## config.mk

```make
export PLATFORM = sky130hd
export DESIGN_NAME = tx_rx
export DESIGN_NICKNAME = d
export VERILOG_FILES = /design/src/rtl/tx_rx_pkg.sv /design/src/rtl/hex_to_7seg.sv /design/src/rtl/tx_rx.sv
export SDC_FILE = /design/constraint.sdc
export NUM_CORES = 1
export LEC_CHECK = 0
export CAP_MARGIN = 10
export CORE_UTILIZATION = 60
export CTS_BUF_LIST = sky130_fd_sc_hd__clkbuf_16
export DETAILED_ROUTE_END_ITERATION = 6
export DONT_BUFFER_PORTS = 1
export PLACE_DENSITY = 0.76
export RECOVER_POWER = 50
export SKIP_CTS_REPAIR_TIMING = 1
export SLEW_MARGIN = 20
export SYNTH_ARGS = -nofsm -noshare
export SYNTH_HDL_FRONTEND = slang
export SYNTH_SLANG_ARGS = --single-unit
```

## constraint.sdc

```tcl
create_clock -name CLK -period 2.8 [get_ports CLK]
set_input_delay 0.56 -clock CLK [delete_from_list [all_inputs] [get_ports CLK]]
set_output_delay 0.56 -clock CLK [all_outputs]
set_load 0.05 [all_outputs]
```

## src/rtl/tx_rx_pkg.sv

```systemverilog
// Shared types and constants for the tx_rx serial loopback block:
// the frame FSM states, the latched frame configuration and the
// active-low 7-segment glyph table.
package tx_rx_pkg;

  typedef enum logic [2:0] {
    IDLE,
    START,
    DATA,
    PARITY,
    STOP
  } state_t;

  // Bit order matches SWIn[9:8] so the switches can be latched directly.
  typedef struct packed {
    logic par_odd;
    logic par_en;
  } frame_cfg_t;

  localparam logic [6:0] SEG_0 = 7'b1000000;
  localparam logic [6:0] SEG_E = 7'b0000110;

  // Segments {g,f,e,d,c,b,a}, active-low; entry 0 is the rightmost.
  localparam logic [15:0][6:0] SEG_TABLE = {
    7'b0001110,  // F
    7'b0000110,  // E
    7'b0100001,  // d
    7'b1000110,  // C
    7'b0000011,  // b
    7'b0001000,  // A
    7'b0010000,  // 9
    7'b0000000,  // 8
    7'b1111000,  // 7
    7'b0000010,  // 6
    7'b0010010,  // 5
    7'b0011001,  // 4
    7'b0110000,  // 3
    7'b0100100,  // 2
    7'b1111001,  // 1
    7'b1000000   // 0
  };

  // Even parity is the plain XOR of the data; odd parity inverts it.
  function automatic logic parity_bit(input logic [7:0] data, input logic odd);
    return (^data) ^ odd;
  endfunction

endpackage

```

## src/rtl/hex_to_7seg.sv

```systemverilog
// Nibble to active-low 7-segment glyph, looked up in the shared table.
module hex_to_7seg
  import tx_rx_pkg::*;
(
  input  logic [3:0] digit,
  output logic [6:0] seg
);

  assign seg = SEG_TABLE[digit];

endmodule

```

## src/rtl/tx_rx.sv

```systemverilog
// Serial loopback: a UART-style transmitter sends the switch byte on an
// internal line, a receiver on the same clock recovers it, and four
// 7-segment digits show the sent and received bytes.
//
// state  | meaning
// -------+-----------------------------------------------------------
// IDLE   | TX: line high, waiting for a Start edge; RX: waiting for line=0
// START  | start bit (line 0); RX aborts if the mid-bit sample is high
// DATA   | 8 data bits, LSB first
// PARITY | optional parity bit, only when the latched config enables it
// STOP   | stop bit (line 1); RX commits or flags an error at its sample
module tx_rx
  import tx_rx_pkg::*;
#(
  parameter int CLKS_PER_BIT = 2
) (
  input  logic       CLK,
  input  logic       RST,
  input  logic       Start,
  input  logic [9:0] SWIn,
  output logic [6:0] Hex1,
  output logic [6:0] Hex2,
  output logic [6:0] Hex3,
  output logic [6:0] Hex4
);

  localparam int CW = (CLKS_PER_BIT > 1) ? $clog2(CLKS_PER_BIT) : 1;
  localparam logic [CW-1:0] BIT_LAST = CW'(CLKS_PER_BIT - 1);
  localparam logic [CW-1:0] BIT_MID  = CW'((CLKS_PER_BIT - 1) / 2);
  localparam logic [CW-1:0] CNT_ONE  = CW'(1);
  localparam bit ONE_CLK = (CLKS_PER_BIT == 1);

  logic          start_q;
  logic          start_qq;
  logic          start_edge;

  state_t        tx_state;
  logic [CW-1:0] tx_cnt;
  logic [2:0]    tx_bit;
  logic [7:0]    tx_byte;
  frame_cfg_t    cfg;
  logic          line;

  state_t        rx_state;
  logic [CW-1:0] rx_pos;
  logic [2:0]    rx_bit;
  logic [7:0]    rx_shift;
  logic [7:0]    rx_byte;
  logic          rx_err;
  logic          rx_par_ok;

  logic [6:0]    seg_rx_lo;
  logic [6:0]    seg_rx_hi;

  // Register Start once more so a level held high yields a single edge.
  always_ff @(posedge CLK or posedge RST) begin
    if (RST) begin
      start_q  <= 1'b0;
      start_qq <= 1'b0;
    end else begin
      start_q  <= Start;
      start_qq <= start_q;
    end
  end

  assign start_edge = start_q & ~start_qq;

  // Transmitter: bit timing from a down-counter, line driven as a register.
  always_ff @(posedge CLK or posedge RST) begin
    if (RST) begin
      tx_state <= IDLE;
      tx_cnt   <= '0;
      tx_bit   <= '0;
      tx_byte  <= '0;
      cfg      <= '0;
      line     <= 1'b1;
    end else begin
      case (tx_state)
        IDLE: begin
          line <= 1'b1;
          if (start_edge) begin
            tx_byte  <= SWIn[7:0];
            cfg      <= SWIn[9:8];
            tx_state <= START;
            tx_cnt   <= BIT_LAST;
            line     <= 1'b0;
          end
        end
        START: begin
          if (tx_cnt == '0) begin
            tx_state <= DATA;
            tx_cnt   <= BIT_LAST;
            tx_bit   <= '0;
            line     <= tx_byte[0];
          end else begin
            tx_cnt <= tx_cnt - CNT_ONE;
          end
        end
        DATA: begin
          if (tx_cnt == '0) begin
            tx_cnt <= BIT_LAST;
            if (tx_bit == 3'd7) begin
              if (cfg.par_en) begin
                tx_state <= PARITY;
                line     <= parity_bit(tx_byte, cfg.par_odd);
              end else begin
                tx_state <= STOP;
                line     <= 1'b1;
              end
            end else begin
              tx_bit <= tx_bit + 3'd1;
              line   <= tx_byte[tx_bit + 3'd1];
            end
          end else begin
            tx_cnt <= tx_cnt - CNT_ONE;
          end
        end
        PARITY: begin
          if (tx_cnt == '0) begin
            tx_state <= STOP;
            tx_cnt   <= BIT_LAST;
            line     <= 1'b1;
          end else begin
            tx_cnt <= tx_cnt - CNT_ONE;
          end
        end
        STOP: begin
          line <= 1'b1;
          if (tx_cnt == '0) begin
            tx_state <= IDLE;
          end else begin
            tx_cnt <= tx_cnt - CNT_ONE;
          end
        end
        default: begin
          tx_state <= IDLE;
          line     <= 1'b1;
        end
      endcase
    end
  end

  // Receiver: the cycle that first sees line=0 counts as position 0 of the
  // start bit, so RX bit windows line up exactly with TX and every bit is
  // sampled at position BIT_MID, including the CLKS_PER_BIT=1 case.
  always_ff @(posedge CLK or posedge RST) begin
    if (RST) begin
      rx_state  <= IDLE;
      rx_pos    <= '0;
      rx_bit    <= '0;
      rx_shift  <= '0;
      rx_byte   <= '0;
      rx_err    <= 1'b0;
      rx_par_ok <= 1'b1;
    end else begin
      case (rx_state)
        IDLE: begin
          if (!line) begin
            rx_bit    <= '0;
            rx_par_ok <= 1'b1;
            if (ONE_CLK) begin
              rx_state <= DATA;
              rx_pos   <= '0;
            end else begin
              rx_state <= START;
              rx_pos   <= CNT_ONE;
            end
          end
        end
        START: begin
          if (rx_pos == BIT_MID && line) begin
            rx_state <= IDLE;
            rx_pos   <= '0;
          end else if (rx_pos == BIT_LAST) begin
            rx_state <= DATA;
            rx_pos   <= '0;
          end else begin
            rx_pos <= rx_pos + CNT_ONE;
          end
        end
        DATA: begin
          if (rx_pos == BIT_MID) begin
            rx_shift <= {line, rx_shift[7:1]};
          end
          if (rx_pos == BIT_LAST) begin
            rx_pos <= '0;
            if (rx_bit == 3'd7) begin
              rx_state <= cfg.par_en ? PARITY : STOP;
            end else begin
              rx_bit <= rx_bit + 3'd1;
            end
          end else begin
            rx_pos <= rx_pos + CNT_ONE;
          end
        end
        PARITY: begin
          if (rx_pos == BIT_MID) begin
            rx_par_ok <= (line == parity_bit(rx_shift, cfg.par_odd));
          end
          if (rx_pos == BIT_LAST) begin
            rx_state <= STOP;
            rx_pos   <= '0;
          end else begin
            rx_pos <= rx_pos + CNT_ONE;
          end
        end
        STOP: begin
          // Return to IDLE right at the sample so a back-to-back frame is seen.
          if (rx_pos == BIT_MID) begin
            rx_state <= IDLE;
            rx_pos   <= '0;
            if (line && (rx_par_ok || !cfg.par_en)) begin
              rx_byte <= rx_shift;
              rx_err  <= 1'b0;
            end else begin
              rx_err <= 1'b1;
            end
          end else begin
            rx_pos <= rx_pos + CNT_ONE;
          end
        end
        default: begin
          rx_state <= IDLE;
          rx_pos   <= '0;
        end
      endcase
    end
  end

  hex_to_7seg u_hex1 (.digit(tx_byte[3:0]), .seg(Hex1));
  hex_to_7seg u_hex2 (.digit(tx_byte[7:4]), .seg(Hex2));
  hex_to_7seg u_hex3 (.digit(rx_byte[3:0]), .seg(seg_rx_lo));
  hex_to_7seg u_hex4 (.digit(rx_byte[7:4]), .seg(seg_rx_hi));

  assign Hex3 = rx_err ? SEG_E : seg_rx_lo;
  assign Hex4 = rx_err ? SEG_E : seg_rx_hi;

endmodule

```

# After elaboration in Yosys (flattened, before gate mapping)

Memory sizes are Yosys's and may differ from the RTL's.
Cells that the tools add are included.

Register bits after elaboration: 45
Input bits: 13
Memories: 4
ROM bits: 448

Memory list:

| memory          | depth | width | rd ports | clocked after Yosys merged registers in | write ports | line             | text |
|---|---|---|---|---|---|---|---|
| (no name shown) | 16    | 7     | 1        | 0                                       | 0           | hex_to_7seg.sv:9 | `assign seg = SEG_TABLE[digit];` |
| (no name shown) | 16    | 7     | 1        | 0                                       | 0           | hex_to_7seg.sv:9 |  |
| (no name shown) | 16    | 7     | 1        | 0                                       | 0           | hex_to_7seg.sv:9 |  |
| (no name shown) | 16    | 7     | 1        | 0                                       | 0           | hex_to_7seg.sv:9 |  |

$lt $le $gt $ge: 5
Mux-type cells: 50
Reductions and logical operators: 25
Bitwise gates (word level): 5
$add $sub $neg: 4
Eq/ne operators: 26

Operator list:

| operator            | number |
|---|---|
| $mux 3              | 19 |
| $mux 7              | 6 |
| $pmux 3 s5          | 2 |
| $ne 2x2->1 const B  | 14 |
| $lt 4x5->1 const B  | 4 |
| $mux 1              | 16 |
| $reduce_xor 8->1    | 2 |
| $eq 3x2->1 const B  | 4 |
| $eq 3x3->1 const B  | 4 |
| $pmux 3 s2          | 2 |
| $reduce_and 6->1    | 2 |
| $reduce_and 3->1    | 3 |
| $pmux 1 s4          | 2 |
| $reduce_and 2->1    | 4 |
| $reduce_and 4->1    | 2 |
| $add 3x1->3 const B | 2 |
| $eq 3x1->1 const B  | 2 |
| $logic_not 3->1     | 2 |
| $reduce_bool 2->1   | 3 |
| $lt 3x4->1 const B  | 1 |
| $bmux 1 s3          | 1 |
| $ne 3x3->1 const B  | 1 |
| $pmux 1 s3          | 1 |
| $reduce_bool 3->1   | 1 |
| 12 further kinds    | 15 |

# Longest topological paths before layout

Depth after elaboration: 6
Mapped depth: 6
Depth with buffers taken out: 6

# Cells and area by module

A second synthesis with hierarchy kept.

Cell total of the unflattened synthesis: 342
Area, all modules: 3477.1 µm²

Modules (own cells, without submodules):

| module      | instances | sequential area each (µm²) | area each (µm²) | cells each |
|---|---|---|---|---|
| tx_rx       | 1         | 1128.6                     | 2376.0          | 214 |
| hex_to_7seg | 4         | 0.0                        | 275.3           | 32 |

# Worst setup path after synthesis

Ideal clock, no wire load.

Path kind: flip-flop to output port
From: register rx_byte[5]
To: output Hex4[0]
Setup slack: 46 ps
Stages on the path, launching flop included: 6
Data required time: 2240 ps
Arrival: 2194 ps
Cells stage by stage: dfrtp_1 > inv_1 > ha_1 > nor2b_1 > a211oi_1 > a311oi_1

Longest elaborated chain between the ends: 3

RTL lines:

| element                      | line             | text |
|---|---|---|
| start: declaration           | tx_rx.sv:48      | `logic [7:0] rx_byte;` |
| start signal: assignment     | tx_rx.sv:213     | `rx_byte <= rx_shift;` |
| $mem_v2 16x7                 | -                |  |
| $mux 7 (implied by the code) | hex_to_7seg.sv:9 |  |
| $mux 7                       | tx_rx.sv:236     | `assign Hex4 = rx_err ? SEG_E : seg_rx_hi;` |
| end: declaration             | tx_rx.sv:24      | `output logic [6:0] Hex4` |

No other way between the ends. The select of a mux whose other input is x is not followed.

# Worst setup path after layout

From: register tx_byte[1]
To: output Hex1[0]

Longest elaborated chain between the ends: 2

RTL lines:

| element                      | line             | text |
|---|---|---|
| start: declaration           | tx_rx.sv:40      | `logic [7:0] tx_byte;` |
| start signal: assignment     | tx_rx.sv:82      | `tx_byte <= SWIn[7:0];` |
| $mem_v2 16x7                 | -                |  |
| $mux 7 (implied by the code) | hex_to_7seg.sv:9 |  |
| end: declaration             | tx_rx.sv:21      | `output logic [6:0] Hex1,` |

No other way between the ends. The select of a mux whose other input is x is not followed.

==> flow_metrics.env <==
export IMPL_cp_num_buf_inv=2
export IMPL_initial_core_util_pct=63.5
export IMPL_drtIter0Drc=108
export IMPL_drc_errors=0
export IMPL_status="finished clean"
export IMPL_cts_root_buf="clkbuf_16"
export IMPL_final_common_cell="dfrtp_1"
export IMPL_die_area_sq_um=5810
export IMPL_clkTransAtPathRegs_ns=0.06
export IMPL_synth_cell_types=49
export IMPL_syn_area_sq_um=3310
export IMPL_min_path_type="input pin to async pin"
export IMPL_period_share_pct=89.9
export IMPL_htreeDepth=2
export IMPL_relSlewSlack_pct=44.5
export IMPL_seq_area_frac_synth_pct=34.1
export IMPL_muxShareOfSynthArea_pct=15.9
export IMPL_start_kind="register"
export IMPL_antenna_found_initial=0
export IMPL_numCtsBuffers=5
export IMPL_io_buffers=0
export IMPL_synth_compound_area_share_pct=14.8
export IMPL_cap_violations=0
export IMPL_required_ns=2.24
export IMPL_drtAntennaViolNets=0
export IMPL_setup_worst_path_class="register to output port"
export IMPL_placed_cell_area_sq_um=3510
export IMPL_ys_seq_elements=45
export IMPL_synth_nets=385
export IMPL_synth_edf_count=0
export IMPL_setup_tns_ns=0
export IMPL_layout_min_cycle_time_ns=2.52
export IMPL_vias_per_cell=5.84
export IMPL_clock_fmax_ghz=0.397
export IMPL_cp_arrival_ns=1.96
export IMPL_worst_path_max_delay_cell="or3b_2"
export IMPL_fp_row_count=26
export IMPL_vias=2451
export IMPL_maxSlewViolCount=0
export IMPL_grt_pass1_vias=2331
export IMPL_final_hold_viol_count=0
export IMPL_finalNetCount=393
export IMPL_grt_max_degree=25
export IMPL_areaGrowthSynthToFinish_pct=10.4
export IMPL_cts_sink_count=45
export IMPL_ys_warnings_count=0
export IMPL_insertion_delay_ns=0.28
export IMPL_crit_chain="inv_1 > ha_1 > nor2b_1 > or3b_2 > o21ai_1 > buf_4"
export IMPL_grt_ovfl_total=0
export IMPL_grtUsageTotal_pct=22.4
export IMPL_synthSimpleGateAreaFrac_pct=14.5
export IMPL_die_w_um=76.2
export IMPL_n_antenna_cell=0
export IMPL_hpwlAfterDp_mm=4.39
export IMPL_crit_reg2reg_launch="rx_state[2]"
export IMPL_synthXorXnorAreaFrac_pct=4.43
export IMPL_max_stage_delay_ns=0.46
export IMPL_avgRoutedWirePerCell_um=14.5
export IMPL_end_kind="output port"
export IMPL_die_h_um=76.2
export IMPL_synth_flop_cell="dfrtp_1"
export IMPL_gp_congestion=0.894
export IMPL_fin_worst_skew_ns=0.00409
export IMPL_first_pass_iters=4
export IMPL_clockBufferDepth=2
export IMPL_core_sq_um=5200
export IMPL_synthAdderAreaFrac_pct=11.4
export IMPL_drt_total_wl_mm=6.08
export IMPL_mostFrequentLayoutCells="dfrtp_1, nor2_1, mux2_2, ha_1, nand2_1"
export IMPL_synthArstFlopShare_pct=100
export IMPL_cts_tree="built"
export IMPL_critPathMaxFanout=7
export IMPL_synth_top_family_by_area="multiplexers"
export IMPL_setup_violations=0
export IMPL_final_layout_size_suffix_gt1_share_pct=20.6
export IMPL_synth_cells=342
export IMPL_syn_area_per_cell_sq_um=9.67
export IMPL_worstMarginPinSlew_ns=0.827
export IMPL_rsz0062_at_grt="no"
export IMPL_pin_count=41
export IMPL_cp_startpoint="tx_byte[1]"
export IMPL_crit_family="simple AND/OR/NAND/NOR gates"
export IMPL_postLayoutCellArea_sq_um=3650
export IMPL_grt_first_pass_wirelength_mm=10.6
[worst paths after layout]
path                       cells after the start  slack (ns)          end
setup / recovery                               6        0.28      Hex1[0]
hold / removal                                 1        0.22       cfg[1]
setup reg to reg                               4        0.77  rx_shift[3]
hold reg to reg                                0        0.38     start_qq
max in group asynchronous                      2        1.50  rx_state[0]
min in group CLK                               0        0.31      start_q
[Yosys cell counts, types with 7 or more instances]
master,count,area (sq um)
a211oi_1,7,52.6
a21oi_1,18,90.1
buf_2,10,50.1
clkbuf_1,12,45.0
dfrtp_1,43,1080
ha_1,30,375
inv_1,18,67.6
mux2_2,30,338
mux2i_1,12,120
nand2_1,22,82.6
nand2b_1,14,87.6
nor2_1,34,128
o21ai_0,16,80.1
xnor2_1,7,61.3
[registers in the layout (all words and copies together) (netlist names)]
name / cells
rx_byte: 8
rx_shift: 8
tx_byte: 8
rx_bit: 3
rx_state: 3
tx_bit: 3
tx_state: 3
cfg: 2
line: 1
rx_err: 1
rx_par_ok: 1
rx_pos: 1
start_q: 1
start_qq: 1
tx_cnt: 1
[through the flow]
stage          utilization, %  std cells  setup WS [ns]  hold slack, ns
3_5_place_dp             67.4        413          0.577           0.374
4_1_cts                  70.5        420          0.263           0.248
5_1_grt                  70.2        420          0.140           0.277
2_1_floorplan               -        342         0.0460           0.355
3_3_place_gp             67.4        413          0.644           0.366
6_report                 70.2        420          0.282           0.225
[per-layer routing]
metal | part of all wire [%] | GRT usage (%) | vias up
met3 | 3.2 | 4.55 | 7
li1 | - | - | 1222
met4 | 1.3 | 7.12 | 0
met1 | 44 | 28.3 | 1177
met2 | 51 | 38.6 | 45
met5 | 0 | 0 | -
[cell families (layout without fill, tap and decap cells)]
family	after synthesis	count (layout)
AO/OA/AOI/OAI	73	73
XOR/XNOR	12	12
adder cells (fa/ha/maj)	30	30
buffers and inverters	40	48
flip-flops	45	45
multiplexers	45	45
AND/OR/NAND/NOR	97	97
[cell type report]
class	count	area, sq um
multi-input combinational	257	2040
fill	403	1550
sequential	45	1130
timing repair buffer	23	165
clock buffer	5	125
tap	70	87.6
inverter	18	67.6
clock inverter	2	35.0
Power is not shown: default switching activity piles up to over one toggle a cycle in this logic, so the estimate is an artifact.
